File: src/rtl/st_drain_buf_pkg.sv
`default_nettype none
// +--------------------------------------------------------------------+
// | st_drain_buf_pkg : shared widths, drain FSM states, conflict match  |
// | Revision: 1.0                                                        |
// +--------------------------------------------------------------------+
package st_drain_buf_pkg;

  localparam int ADDR_W = 32;
  localparam int DATA_W = 64;
  localparam int STRB_W = 8;

  typedef enum logic [1:0] {
    IDLE      = 2'd0,
    ISSUE     = 2'd1,
    WAIT_RESP = 2'd2
  } sdb_state_t;

  // Two stores conflict when they touch the same doubleword and share a byte lane.
  function automatic logic dword_conflict(
    input logic [ADDR_W-1:0] a_addr,
    input logic [STRB_W-1:0] a_strb,
    input logic [ADDR_W-1:0] b_addr,
    input logic [STRB_W-1:0] b_strb
  );
    return (a_addr[ADDR_W-1:3] == b_addr[ADDR_W-1:3]) && ((a_strb & b_strb) != '0);
  endfunction

endpackage
`default_nettype wire

File: src/rtl/st_drain_buf_if.sv
`default_nettype none
// +--------------------------------------------------------------------+
// | st_drain_buf_if : enqueue, memory store, response and query bundle  |
// | Revision: 1.0                                                        |
// +--------------------------------------------------------------------+
interface st_drain_buf_if #(
  parameter int DEPTH = 4
);
  import st_drain_buf_pkg::*;

  localparam int CNT_W = $clog2(DEPTH) + 1;

  logic              enq_valid;
  logic              enq_ready;
  logic [ADDR_W-1:0] enq_addr;
  logic [DATA_W-1:0] enq_wdata;
  logic [STRB_W-1:0] enq_wstrb;

  logic              st_valid;
  logic              st_ready;
  logic [ADDR_W-1:0] st_addr;
  logic [DATA_W-1:0] st_wdata;
  logic [STRB_W-1:0] st_wstrb;

  logic              st_resp_valid;
  logic              st_resp_ready;

  logic [ADDR_W-1:0] chk_addr;
  logic [STRB_W-1:0] chk_wstrb;
  logic              chk_hit;

  logic [CNT_W-1:0]  count;
  logic              drained;

  modport master (
    output enq_valid, enq_addr, enq_wdata, enq_wstrb,
    input  enq_ready,
    input  st_valid, st_addr, st_wdata, st_wstrb,
    output st_ready,
    output st_resp_valid,
    input  st_resp_ready,
    output chk_addr, chk_wstrb,
    input  chk_hit,
    input  count, drained
  );

  modport slave (
    input  enq_valid, enq_addr, enq_wdata, enq_wstrb,
    output enq_ready,
    output st_valid, st_addr, st_wdata, st_wstrb,
    input  st_ready,
    input  st_resp_valid,
    output st_resp_ready,
    input  chk_addr, chk_wstrb,
    output chk_hit,
    output count, drained
  );

endinterface
`default_nettype wire

File: src/rtl/st_drain_buf_fifo.sv
`default_nettype none
// +--------------------------------------------------------------------+
// | sdb_fifo : store-buffer storage, wrapping pointers, count, valids   |
// | Revision: 1.0                                                        |
// +--------------------------------------------------------------------+
module sdb_fifo
  import st_drain_buf_pkg::*;
#(
  parameter  int DEPTH = 4,
  localparam int PTR_W = $clog2(DEPTH),
  localparam int CNT_W = PTR_W + 1
) (
  input  logic                          clk,
  input  logic                          rst_n,
  input  logic                          push,
  input  logic                          pop,
  input  logic [ADDR_W-1:0]             push_addr,
  input  logic [DATA_W-1:0]             push_data,
  input  logic [STRB_W-1:0]             push_strb,
  output logic [ADDR_W-1:0]             head_addr,
  output logic [DATA_W-1:0]             head_data,
  output logic [STRB_W-1:0]             head_strb,
  output logic [DEPTH-1:0]              ent_valid,
  output logic [DEPTH-1:0][ADDR_W-1:0]  ent_addr,
  output logic [DEPTH-1:0][STRB_W-1:0]  ent_strb,
  output logic [CNT_W-1:0]              count
);

  logic [DEPTH-1:0][ADDR_W-1:0] addr_q;
  logic [DEPTH-1:0][DATA_W-1:0] data_q;
  logic [DEPTH-1:0][STRB_W-1:0] strb_q;
  logic [DEPTH-1:0]             valid_q;
  logic [PTR_W-1:0]             wr_ptr;
  logic [PTR_W-1:0]             rd_ptr;
  logic                         do_push;
  logic                         do_pop;

  // Local guards keep count inside [0, DEPTH] regardless of the caller.
  assign do_push = push && (count < CNT_W'(DEPTH));
  assign do_pop  = pop && (count != '0);

  always_ff @(posedge clk) begin
    if (!rst_n) begin
      wr_ptr  <= '0;
      rd_ptr  <= '0;
      count   <= '0;
      valid_q <= '0;
    end else begin
      if (do_push) begin
        wr_ptr          <= wr_ptr + 1'b1;
        valid_q[wr_ptr] <= 1'b1;
      end
      if (do_pop) begin
        rd_ptr          <= rd_ptr + 1'b1;
        valid_q[rd_ptr] <= 1'b0;
      end
      case ({do_push, do_pop})
        2'b10:   count <= count + 1'b1;
        2'b01:   count <= count - 1'b1;
        default: count <= count;
      endcase
    end
  end

  always_ff @(posedge clk) begin
    if (do_push) begin
      addr_q[wr_ptr] <= push_addr;
      data_q[wr_ptr] <= push_data;
      strb_q[wr_ptr] <= push_strb;
    end
  end

  assign head_addr = addr_q[rd_ptr];
  assign head_data = data_q[rd_ptr];
  assign head_strb = strb_q[rd_ptr];
  assign ent_valid = valid_q;
  assign ent_addr  = addr_q;
  assign ent_strb  = strb_q;

endmodule
`default_nettype wire

File: src/rtl/st_drain_buf.sv
`default_nettype none
// +--------------------------------------------------------------------+
// | st_drain_buf : in-order store drain with one outstanding store and  |
// | load-conflict lookup.  Revision: 1.0                                 |
// +--------------------------------------------------------------------+
module st_drain_buf
  import st_drain_buf_pkg::*;
#(
  parameter int DEPTH = 4
) (
  input logic         clk,
  input logic         rst_n,
  st_drain_buf_if.slave bus
);

  localparam int CNT_W = $clog2(DEPTH) + 1;

  sdb_state_t                   state;
  sdb_state_t                   state_nxt;
  logic                         enq_ready;
  logic                         push;
  logic                         pop;
  logic                         st_valid;
  logic                         st_resp_ready;
  logic [CNT_W-1:0]             count;
  logic [ADDR_W-1:0]            head_addr;
  logic [DATA_W-1:0]            head_data;
  logic [STRB_W-1:0]            head_strb;
  logic [DEPTH-1:0]             ent_valid;
  logic [DEPTH-1:0][ADDR_W-1:0] ent_addr;
  logic [DEPTH-1:0][STRB_W-1:0] ent_strb;
  logic [DEPTH-1:0]             hit_vec;

  // Registered count only: a same-cycle pop never opens a slot.
  assign enq_ready = count < CNT_W'(DEPTH);
  assign push      = bus.enq_valid && enq_ready && (bus.enq_wstrb != '0);
  assign pop       = (state == WAIT_RESP) && bus.st_resp_valid;

  sdb_fifo #(
    .DEPTH (DEPTH)
  ) u_fifo (
    .clk       (clk),
    .rst_n     (rst_n),
    .push      (push),
    .pop       (pop),
    .push_addr (bus.enq_addr),
    .push_data (bus.enq_wdata),
    .push_strb (bus.enq_wstrb),
    .head_addr (head_addr),
    .head_data (head_data),
    .head_strb (head_strb),
    .ent_valid (ent_valid),
    .ent_addr  (ent_addr),
    .ent_strb  (ent_strb),
    .count     (count)
  );

  always_ff @(posedge clk) begin
    if (!rst_n) begin
      state <= IDLE;
    end else begin
      state <= state_nxt;
    end
  end

  // The head stays in the FIFO through WAIT_RESP so it remains visible to chk_hit.
  always_comb begin
    state_nxt     = state;
    st_valid      = 1'b0;
    st_resp_ready = 1'b0;
    unique case (state)
      IDLE: begin
        if ((count != '0) || push) begin
          state_nxt = ISSUE;
        end
      end
      ISSUE: begin
        st_valid = 1'b1;
        if (bus.st_ready) begin
          state_nxt = WAIT_RESP;
        end
      end
      WAIT_RESP: begin
        st_resp_ready = 1'b1;
        if (bus.st_resp_valid) begin
          state_nxt = ((count > CNT_W'(1)) || push) ? ISSUE : IDLE;
        end
      end
      default: begin
        state_nxt = IDLE;
      end
    endcase
  end

  for (genvar i = 0; i < DEPTH; i++) begin : g_chk
    assign hit_vec[i] = ent_valid[i] &&
                        dword_conflict(ent_addr[i], ent_strb[i], bus.chk_addr, bus.chk_wstrb);
  end

  assign bus.enq_ready     = enq_ready;
  assign bus.st_valid      = st_valid;
  assign bus.st_addr       = st_valid ? head_addr : '0;
  assign bus.st_wdata      = st_valid ? head_data : '0;
  assign bus.st_wstrb      = st_valid ? head_strb : '0;
  assign bus.st_resp_ready = st_resp_ready;
  assign bus.chk_hit       = |hit_vec;
  assign bus.count         = count;
  assign bus.drained       = (count == '0) && (state == IDLE);

endmodule
`default_nettype wire
File: src/flat_wrapper.sv
// flat-port wrapper written by rule: the top's interface ports become plain ports
module st_drain_buf_flat import st_drain_buf_pkg::*;
#(
  parameter int DEPTH = 4
)
  (clk, rst_n, bus_enq_valid, bus_enq_addr, bus_enq_wdata, bus_enq_wstrb, bus_enq_ready, bus_st_valid, bus_st_addr, bus_st_wdata, bus_st_wstrb, bus_st_ready, bus_st_resp_valid, bus_st_resp_ready, bus_chk_addr, bus_chk_wstrb, bus_chk_hit, bus_count, bus_drained);
  st_drain_buf_if #(.DEPTH(DEPTH)) bus_i ();
  input logic clk;
  input logic rst_n;
  input wire logic [$bits(bus_i.enq_valid)-1:0] bus_enq_valid;
  input wire logic [$bits(bus_i.enq_addr)-1:0] bus_enq_addr;
  input wire logic [$bits(bus_i.enq_wdata)-1:0] bus_enq_wdata;
  input wire logic [$bits(bus_i.enq_wstrb)-1:0] bus_enq_wstrb;
  output wire logic [$bits(bus_i.enq_ready)-1:0] bus_enq_ready;
  output wire logic [$bits(bus_i.st_valid)-1:0] bus_st_valid;
  output wire logic [$bits(bus_i.st_addr)-1:0] bus_st_addr;
  output wire logic [$bits(bus_i.st_wdata)-1:0] bus_st_wdata;
  output wire logic [$bits(bus_i.st_wstrb)-1:0] bus_st_wstrb;
  input wire logic [$bits(bus_i.st_ready)-1:0] bus_st_ready;
  input wire logic [$bits(bus_i.st_resp_valid)-1:0] bus_st_resp_valid;
  output wire logic [$bits(bus_i.st_resp_ready)-1:0] bus_st_resp_ready;
  input wire logic [$bits(bus_i.chk_addr)-1:0] bus_chk_addr;
  input wire logic [$bits(bus_i.chk_wstrb)-1:0] bus_chk_wstrb;
  output wire logic [$bits(bus_i.chk_hit)-1:0] bus_chk_hit;
  output wire logic [$bits(bus_i.count)-1:0] bus_count;
  output wire logic [$bits(bus_i.drained)-1:0] bus_drained;
  assign bus_i.enq_valid = bus_enq_valid;
  assign bus_i.enq_addr = bus_enq_addr;
  assign bus_i.enq_wdata = bus_enq_wdata;
  assign bus_i.enq_wstrb = bus_enq_wstrb;
  assign bus_enq_ready = bus_i.enq_ready;
  assign bus_st_valid = bus_i.st_valid;
  assign bus_st_addr = bus_i.st_addr;
  assign bus_st_wdata = bus_i.st_wdata;
  assign bus_st_wstrb = bus_i.st_wstrb;
  assign bus_i.st_ready = bus_st_ready;
  assign bus_i.st_resp_valid = bus_st_resp_valid;
  assign bus_st_resp_ready = bus_i.st_resp_ready;
  assign bus_i.chk_addr = bus_chk_addr;
  assign bus_i.chk_wstrb = bus_chk_wstrb;
  assign bus_chk_hit = bus_i.chk_hit;
  assign bus_count = bus_i.count;
  assign bus_drained = bus_i.drained;
  st_drain_buf #(.DEPTH(DEPTH)) u_core (.clk(clk), .rst_n(rst_n), .bus(bus_i));
endmodule
File: config.mk
export PLATFORM = sky130hd
export DESIGN_NAME = st_drain_buf_flat
export DESIGN_NICKNAME = d
export VERILOG_FILES = /design/src/rtl/st_drain_buf_pkg.sv /design/src/rtl/st_drain_buf_if.sv /design/src/rtl/st_drain_buf_fifo.sv /design/src/rtl/st_drain_buf.sv /design/src/flat_wrapper.sv
export SDC_FILE = /design/constraint.sdc
export NUM_CORES = 1
export LEC_CHECK = 0
export BUFFER_PORTS_ARGS = -buffer_cell sky130_fd_sc_hd__clkbuf_2
export CAP_MARGIN = 20
export CORE_MARGIN = 3
export CORE_UTILIZATION = 48
export DETAILED_ROUTE_END_ITERATION = 8
export HOLD_SLACK_MARGIN = 0.03
export PLACE_DENSITY = 0.7
export SLEW_MARGIN = 20
export SYNTH_ARGS = -nofsm -noshare
export SYNTH_HDL_FRONTEND = slang
export SYNTH_SLANG_ARGS = --single-unit
File: constraint.sdc
create_clock -name clk -period 5.52 [get_ports clk]
set_clock_uncertainty 0.05 [all_clocks]
set_input_delay 1.38 -clock clk [delete_from_list [all_inputs] [get_ports clk]]
set_output_delay 1.38 -clock clk [all_outputs]
set_load 0.01 [all_outputs]
Yosys cells after proc, flatten, opt, wreduce, memory -nomap -nowiden:

Cells that the tools add are included.

* add/sub/neg operators: 4
* order comparisons: 6
* eq/ne operators: 11
* mux-type cells: 33
* bitwise logic cells: 7
* reductions and logical operators: 29

Operator list (number)
* bitwise mux 256 bit: 1
* two-way mux 64 bit: 3
* binary-select mux 64 bit (select 2 bit): 1
* bitwise mux 128 bit: 1
* demux 64 bit (select 2 bit): 1
* == test 29 bit: 4
* two-way mux 32 bit: 3
* binary-select mux 32 bit (select 2 bit): 1
* demux 32 bit (select 2 bit): 1
* nonzero test 8 bit: 5
* AND 8 bit: 4
* bitwise mux 32 bit: 1
* two-way mux 8 bit: 3
* binary-select mux 8 bit (select 2 bit): 1
* demux 8 bit (select 2 bit): 1
* logical AND 1 bit: 16
* two-way mux 4 bit: 3
* less-than comparator 2 x 3 -> 1 bit, second input constant: 2
* two-way mux 2 bit: 3
* one-hot mux 2 bit (3 select lines): 1
* one-hot mux 3 bit (2 select lines): 1
* two-way mux 1 bit: 5
* adder 2 x 1 -> 2 bit, second input constant: 2
* AND 4 bit: 1
* 19 further kinds: 25

* register bits after elaboration: 429
* logic and storage cells: 107

Depth between registers and ports, before layout:

Gate-level depths: netlist (run 1).

* word-level depth: 9
* depth in mapped cells: 9
* mapped depth without buffers: 8

By module:

Synthesis (run 1) repeated with hierarchy kept, for this count alone.

* cell total of the unflattened synthesis: 926
* area, all modules: 17877.1 um^2

By module, submodules not included
* sdb_fifo: instances 1, cells an instance 607, area each 15601.2 um^2, seq. area each 12712.2 um^2
* st_drain_buf: instances 1, cells an instance 319, area each 2275.9 um^2, seq. area each 40.0 um^2

Worst setup path before layout (run 1):

OpenSTA, ideal clock, no wires.

* path kind: input to output
* from: input bus_chk_wstrb[2]
* to: output bus_chk_hit
* data arrival time: 2315 ps
* required time: 4090 ps
* setup slack: 1775 ps
* stages on the path: 5
* path through: a22oi_1 > nand4_1 > nand3_1 > nor3_1 > or4_1

* cells in the longest elaborated chain, start to end: 5

RTL lines
* start: declaration: RTL line flat_wrapper.sv:23 `input wire logic [$bits(bus_i.chk_wstrb)-1:0] bus_chk_wstrb;`
* AND 8 bit: RTL line st_drain_buf_pkg.sv:25 `return (a_addr[ADDR_W-1:3] == b_addr[ADDR_W-1:3]) && ((a_strb & b_strb) != '0);`
* nonzero test 8 bit: RTL line st_drain_buf_pkg.sv:25
* logical AND 1 bit: RTL line st_drain_buf_pkg.sv:25
* logical AND 1 bit: RTL line st_drain_buf.sv:96 `assign hit_vec[i] = ent_valid[i] &&`
* OR reduction 4 bit (*): RTL line st_drain_buf.sv:106 `assign bus.chk_hit = |hit_vec;`
* end: declaration: RTL line flat_wrapper.sv:24 `output wire logic [$bits(bus_i.chk_hit)-1:0] bus_chk_hit;`

Mark *: on every way between the ends. The rest lies on a longest branch, timed or not.

Worst setup path in the final report (run 1):

* from: input bus_chk_addr[23]
* to: output bus_chk_hit

* cells in the longest elaborated chain, start to end: 4

RTL lines
* start: declaration: RTL line flat_wrapper.sv:22 `input wire logic [$bits(bus_i.chk_addr)-1:0] bus_chk_addr;`
* == test 29 bit: RTL line st_drain_buf_pkg.sv:25
* logical AND 1 bit: RTL line st_drain_buf_pkg.sv:25
* logical AND 1 bit: RTL line st_drain_buf.sv:96
* OR reduction 4 bit (*): RTL line st_drain_buf.sv:106

Marked as above.

==> impl_results.md, run 1 <==
- Outcome: completed
- H-tree levels: 2
- Vias in the first global route: 9,898
- Power Dens Cells: 341.2 nW/µm²
- Clock tree root driver cell: clkbuf_16
- Worst-path clk slew: 0.05 ns
- Worst-margin pin slew: 1.033 ns
- Non-filler instance count after layout: 1,706
- Min Hold Slack: 0.4746 ns
- DP Worst Slack: 1.121 ns
- Sequential fraction of the synthesis area: 0.7128
- I/O Buffers: 257
- Synth top cells by count: 416 x edfxtp_1, 112 x xor2_1, 109 x and2_1, 104 x mux4_2, 28 x nor4_1
- Worst hold path class: register to register
- Core footprint: 36,700 µm²
- Worst path max stage delay: 0.58 ns
- Critical Path Slowest Stage Cell: nor4_1
- Layout fillers: 2,805
- Cts bufs inserted: 44
- Initial core utilization: 0.4875
- Sequential share of power: 0.531
- Post-synth design cell area: 17,890 µm²
- RSZ-0062 raised after global routing: false
- Top-area cell type share of the netlist area: 0.6982
- Synth top area cells: edfxtp_1 70%, mux4_2 13%, xor2_1 5.5%, and2_1 3.8%, dfxtp_1 1.5%
- Cell with the most instances after synthesis: edfxtp_1
- Final WL: 39,930 µm
- Top_reg_cell synth: edfxtp_1
- Top delay family on crit path: simple AND/OR/NAND/NOR gates
- Startpoint types: input port
- Leak Pwr: 7.378 nW
- First-pass GRT wire length: 59,510 µm
- Worst setup margin: 1.069 ns
- Post-route ant nets: 0
- Net count, final: 1,366
- Syn avg cell area: 19.32 µm²
- Clk network pwr share: 0.376
- Internal power: 5.551 mW
- NetSw: 1.630 mW
- Final Util: 0.5735
- Crit Path Class: input port to primary output
- Setup_tns: 0 ns
- Buf+Inv Stages, Crit Path: 2
- Fin. max-slew vios: 0
- Syn nets: 1,088
- Comb power frac: 0.093
- Final Cycle Share: 0.8063
- Setup Viol. Count Final: 0
- Minimum clock period: 4.451 ns
- Row count: 70
- Internal reg-to-reg setup slack: 3.05 ns
- Worst-path fanout max: 4
- Critical Path Most Common Cell: clkbuf_2
- CP Cell Sequence: clkbuf_2, xor2_1, nor4_1, nand3_1, nor3_1, or4_1, clkbuf_2
- Worst endpoint required time: 4.09 ns
- Headroom to the max-slew limit: 0.3115
- Hold Path End: u_core.u_fifo.ent_valid[0]$_SDFF_PN0_
- Global route overflow: 0
- Dpl hpwl: 26,150 µm
- Min-delay src: u_core.u_fifo.ent_valid[0]$_SDFF_PN0_
- Number of gates resized after cts: 0
- GRT Total Usage: 0.2030
- Final hold violations: 0
- DR iter-0 viols: 559
- Reg-to-reg startpoint: u_core.u_fifo.count[2]$_SDFFE_PN0P_
- Worst skew pair latency: 0.57 ns
- First drt pass iteration count: 7
- Area leader, netlist: edfxtp_1
- I/O pin count: 261
- Reg-to-Reg End: u_core.u_fifo.data_q[186]$_DFFE_PP_
- Yosys cell types: 37
- Vias per inst: 5.484
- Area grow syn2layout: 17.64%
- Pin count of the biggest net entering global routing: 64
- R2R cell count: 3
- CTS tree: done
- DR vias: 9,355
- Hold Buf Count CTS: 0
- Worst VDD drop: 0.0002526 V
- Layout cells sized above 1: 0.3549
- Clk sinks: 429
- Initial antenna violation count: 7
- Dpl cells: 1,626
- Hold Crit Depth: 1
- Ys async rst share: 0
- Fmax: 224.7 MHz
- YS warnings: 0
- GPL Wtd Cong: 0.7912
- Die Y: 199.1 µm
- Max clock buf depth: 3
- Die W: 199.1 µm
- Setup bufs post-CTS: 0
- Die area: 39,620 µm²
- # DRC: 0
- Cells after synthesis: 926
- WL/cell: 23.41 µm
- Number of max-cap violations: 0
- Post-synth EDFFs: 416
- Switch share: 0.2270
- Critical Path AT: 3.02 ns
- Yosys reg bits: 429
- Crit end category: primary output
-- power groups by stage --
stage | Combinational (mW) | Sequential (mW) | Clock [mW]
global route | 0.732 | 3.83 | 2.89
CTS | 0.686 | 3.82 | 2.77
floorplan | 0.361 | 3.86 | 0
finish | 0.668 | 3.82 | 2.70
detailed placement | 0.683 | 3.88 | 0
global placement | 0.677 | 3.87 | 0
-- per-stage QoR --
step | power, mW | instance area (µm²)
after floorplan | 4.225 | 17890
after global placement | 4.551 | 19750
after detailed placement | 4.567 | 19750
after CTS | 7.267 | 21040
after global routing | 7.449 | 21040
final | 7.181 | 21050
-- final cells by class --
| cell class | instances | area (µm²) | area share |
|---|---|---|---|
| Antenna cell | 4 | 10.01 | 0.0004756 |
| Inverter | 9 | 33.78 | 0.001605 |
| Clock inverter | 18 | 135.1 | 0.006420 |
| Multi-Input combinational cell | 451 | 4931 | 0.2343 |
| Timing Repair Buffer | 269 | 1439 | 0.06836 |
| Sequential cell | 429 | 12760 | 0.6062 |
| Tap cell | 468 | 585.6 | 0.02782 |
| Clock buffer | 58 | 1154 | 0.05481 |
-- worst max-delay path by stage --
stage / start / cells after the start / endpoint
after global placement: bus_chk_addr[30] / 7 / bus_chk_hit
after CTS: bus_chk_addr[30] / 7 / bus_chk_hit
after detailed placement: bus_chk_addr[30] / 7 / bus_chk_hit
final: bus_chk_addr[23] / 7 / bus_chk_hit
after global routing: bus_chk_addr[23] / 7 / bus_chk_hit
after floorplan: bus_chk_wstrb[2] / 5 / bus_chk_hit
-- cell usage in the layout, fill, tap and decap left out, drive strengths merged, types with 2 or more instances in the layout --
master  count
xor2      112
nor2        3
clkinv     15
and2      113
or4         3
xnor2       8
clkbuf    315
a22oi      16
nor2b       3
a21oi       2
edfxtp    416
buf        12
o21ai       4
nand3       8
ha         13
nand2       6
nor3        5
inv        11
o211a       4
mux2i       3
dfxtp      13
mux4      104
nand4       8
nor4       28
diode       4
-- metal layers --
metal  wire length, µm  GRT usage
met1             15930     0.2639
met2             19990     0.3366
met3              3280    0.06390
met4               693    0.05206
met5                39          0
-- registers in the layout, summed over array words and instances (netlist names) --
signal	cells
u_core.state	2
u_core.u_fifo.count	3
u_core.u_fifo.data_q	256
u_core.u_fifo.ent_addr	128
u_core.u_fifo.ent_strb	32
u_core.u_fifo.ent_valid	4
u_core.u_fifo.rd_ptr	2
u_core.u_fifo.wr_ptr	2
-- cell families (layout without fill, tap and decap cells) --
| kind of cell | after synthesis | after routing | share of synthesized area |
|---|---|---|---|
| other | 0 | 4 | 0 |
| xor gates and xnor gates | 120 | 120 | 0.05875 |
| adders and majority gates | 13 | 13 | 0.009092 |
| buffers and inverters | 46 | 354 | 0.01175 |
| and+or+nand+nor | 181 | 181 | 0.06252 |
| muxes | 107 | 107 | 0.1326 |
| AOI/OAI and AO/OA | 30 | 30 | 0.01252 |
| DFF | 429 | 429 | 0.7128 |
Note: power is estimated with default switching activity, not from simulation.
==> run 2, diff against run 1 <==
ABC_AREA = 1   (was unset)
clock period = 4.5 ns   (was 5.52 ns; I/O delays follow)
==> impl_results.md, run 2 <==
- Outcome: completed
- First drt pass iteration count: 6
- Worst path max stage delay: 0.65 ns
- Power Dens Cells: 430.5 nW/µm²
- Die Y: 204.1 µm
- Reg-to-Reg End: u_core.u_fifo.data_q[130]$_DFFE_PP_
- Synth top cells by count: 416 x edfxtp_1, 385 x nor2_1, 254 x nand2_1, 184 x o21ai_0, 165 x a21oi_1
- I/O pin count: 261
- DR vias: 13,680
- Top_reg_cell synth: edfxtp_1
- Buf+Inv Stages, Crit Path: 2
- Post-route cell area: 22,230 µm²
- Number of max-cap violations: 0
- GRT Total Usage: 0.2367
- Worst-path clk slew: 0.06 ns
- RSZ-0062 raised after global routing: false
- Hold Path End: u_core.u_fifo.ent_valid[3]$_SDFF_PN0_
- R2R cell count: 3
- Worst-path fanout max: 211
- # DRC: 0
- Fin. max-slew vios: 0
- Area leader, netlist: edfxtp_1
- Global route overflow: 0
- Yosys reg bits: 429
- Min-delay src: u_core.u_fifo.ent_valid[3]$_SDFF_PN0_
- Synth top area cells: edfxtp_1 66%, nor2_1 7.7%, nand2_1 5.1%, o21ai_0 4.9%, a21oi_1 4.4%
- Critical Path Most Common Cell: nor2_1
- Ys async rst share: 0
- Layout cells sized above 1: 0.1749
- Row count: 71
- Hold Crit Depth: 1
- Headroom to the max-slew limit: 0.3092
- Clock tree root driver cell: clkbuf_16
- Post-synth design cell area: 18,840 µm²
- CTS tree: done
- Cells after synthesis: 1,777
- Syn avg cell area: 10.60 µm²
- Internal reg-to-reg setup slack: 2.39 ns
- GRT busiest layer: met2
- Hold Buf Count CTS: 0
- Number of gates resized after cts: 0
- Layout fillers: 3,162
- Final WL: 50,000 µm
- GPL Wtd Cong: 0.9337
- Post-synth EDFFs: 416
- Area grow syn2layout: 17.99%
- Cell with the most instances after synthesis: edfxtp_1
- Die area: 41,660 µm²
- Top-area cell type share of the netlist area: 0.6631
- Placed Area: 20,660 µm²
- Fmax: 268.5 MHz
- First-pass GRT wire length: 75,690 µm
- Crit end category: primary output
- Critical Path AT: 2.55 ns
- Setup bufs post-CTS: 0
- Worst-margin pin slew: 1.036 ns
- Setup Viol. Count Final: 0
- Core footprint: 38,200 µm²
- Crit Path Class: register to primary output
- Most common cell after layout, fill and taps aside: edfxtp_1
- WL/cell: 19.45 µm
- Setup_tns: 0 ns
- Critical Path Slowest Stage Cell: buf_12
- Startpoint types: register
- Final hold violations: 0
- Biggest register: u_core.u_fifo.data_q
- Final Cycle Share: 0.8277
- Net count, final: 2,183
- Post-route ant nets: 0
- Dpl hpwl: 31,820 µm
- Worst endpoint required time: 3.32 ns
- Dpl cells: 2,484
- Met3 usage: 0.05495
- Clk sinks: 429
- Sequential fraction of the synthesis area: 0.6769
- DR iter-0 viols: 1,109
- Max FFs per register: 256
- I/O Buffers: 257
- Met1 GRT Util: 0.2993
- Die W: 204.1 µm
- Syn nets: 1,939
- Max clock buf depth: 3
- Worst skew pair latency: 0.58 ns
- Worst VDD drop: 0.0003610 V
- GR Util met2: 0.4026
- Reg-to-reg startpoint: u_core.u_fifo.count[2]$_SDFFE_PN0P_
- Minimum clock period: 3.725 ns
- Worst hold path class: register to register
- Initial antenna violation count: 7
- H-tree levels: 2
- Vias in the first global route: 13,484
- Cts bufs inserted: 46
- Leak Pwr: 8.654 nW
- Vias per inst: 5.321
- Initial core utilization: 0.4932
- CP Cell Sequence: buf_12, nor2_1, nor2_1, o21ai_0, a21oi_1, clkbuf_2
- Top delay family on crit path: buffers and inverters
- YS warnings: 0
- Pin count of the biggest net entering global routing: 212
- Most frequent cells in the layout: 416 x edfxtp_1, 381 x nor2_1, 257 x clkbuf_2
- Non-filler instance count after layout: 2,571
- Yosys cell types: 26
## run 2: worst max path at each step
stage | from | end | slack [ns] | cells past startpoint
2_1_floorplan | bus_enq_wstrb[2] | u_core.u_fifo.data_q[0]$_DFFE_PP_ | -0.40 | 6
3_3_place_gp | bus_chk_addr[14] | bus_chk_hit | 0.97 | 12
3_5_place_dp | bus_chk_addr[27] | bus_chk_hit | 0.95 | 9
4_1_cts | u_core.u_fifo.rd_ptr[0]$_SDFFE_PN0P_ | bus_st_addr[17] | 0.77 | 6
5_1_grt | u_core.u_fifo.rd_ptr[0]$_SDFFE_PN0P_ | bus_st_addr[17] | 0.59 | 6
6_report | u_core.u_fifo.rd_ptr[0]$_SDFFE_PN0P_ | bus_st_wdata[46] | 0.78 | 6
## run 2: cell type report
| type | instances | area, µm² | area share |
|---|---|---|---|
| Tap cell | 511 | 639.4 | 0.02876 |
| Inverter | 123 | 469.2 | 0.02111 |
| Sequential cell | 429 | 12760 | 0.5740 |
| Antenna cell | 2 | 5.005 | 0.0002252 |
| Timing Repair Buffer | 279 | 1589 | 0.07149 |
| Multi-Input combinational cell | 1142 | 5207 | 0.2343 |
| Clock buffer | 57 | 1192 | 0.05364 |
| Clock inverter | 28 | 365.4 | 0.01644 |
## run 2: report_power, final
| part | total, mW | internal [mW] | switching (mW) |
|---|---|---|---|
| logic | 1.05 | 0.328 | 0.726 |
| clock network | 3.86 | 2.31 | 1.56 |
| registers | 4.65 | 4.59 | 0.0624 |
| total | 9.57 | 7.22 | 2.35 |
## run 2: metrics by stage
| stage | total power [mW] | util | hold slack, ns | worst slack (ns) |
|---|---|---|---|---|
| 3_3_place_gp | 5.766 | 0.5410 | 0.4113 | 0.9693 |
| 4_1_cts | 9.651 | 0.5818 | 0.4299 | 0.7657 |
| 3_5_place_dp | 5.787 | 0.5410 | 0.4130 | 0.9534 |
| 2_1_floorplan | 5.290 | - | 0.3844 | -0.4000 |
| 5_1_grt | 9.924 | 0.5819 | 0.4404 | 0.5858 |
| 6_report | 9.569 | 0.5819 | 0.4265 | 0.7754 |
## run 2: per-layer routing
layer / routed length [µm] / vias to the layer above
met5: 66 / -
met4: 1425 / 10
met3: 4331 / 93
met2: 24680 / 494
met1: 19500 / 6490
li1: - / 6593
## run 2: cells by family after synthesis
logic type | synth area share
simple gates | 0.1332
compound gates | 0.1195
flops | 0.6769
buf+inv | 0.04828
xor+xnor | 0.01348
fa+ha+maj | 0.008634
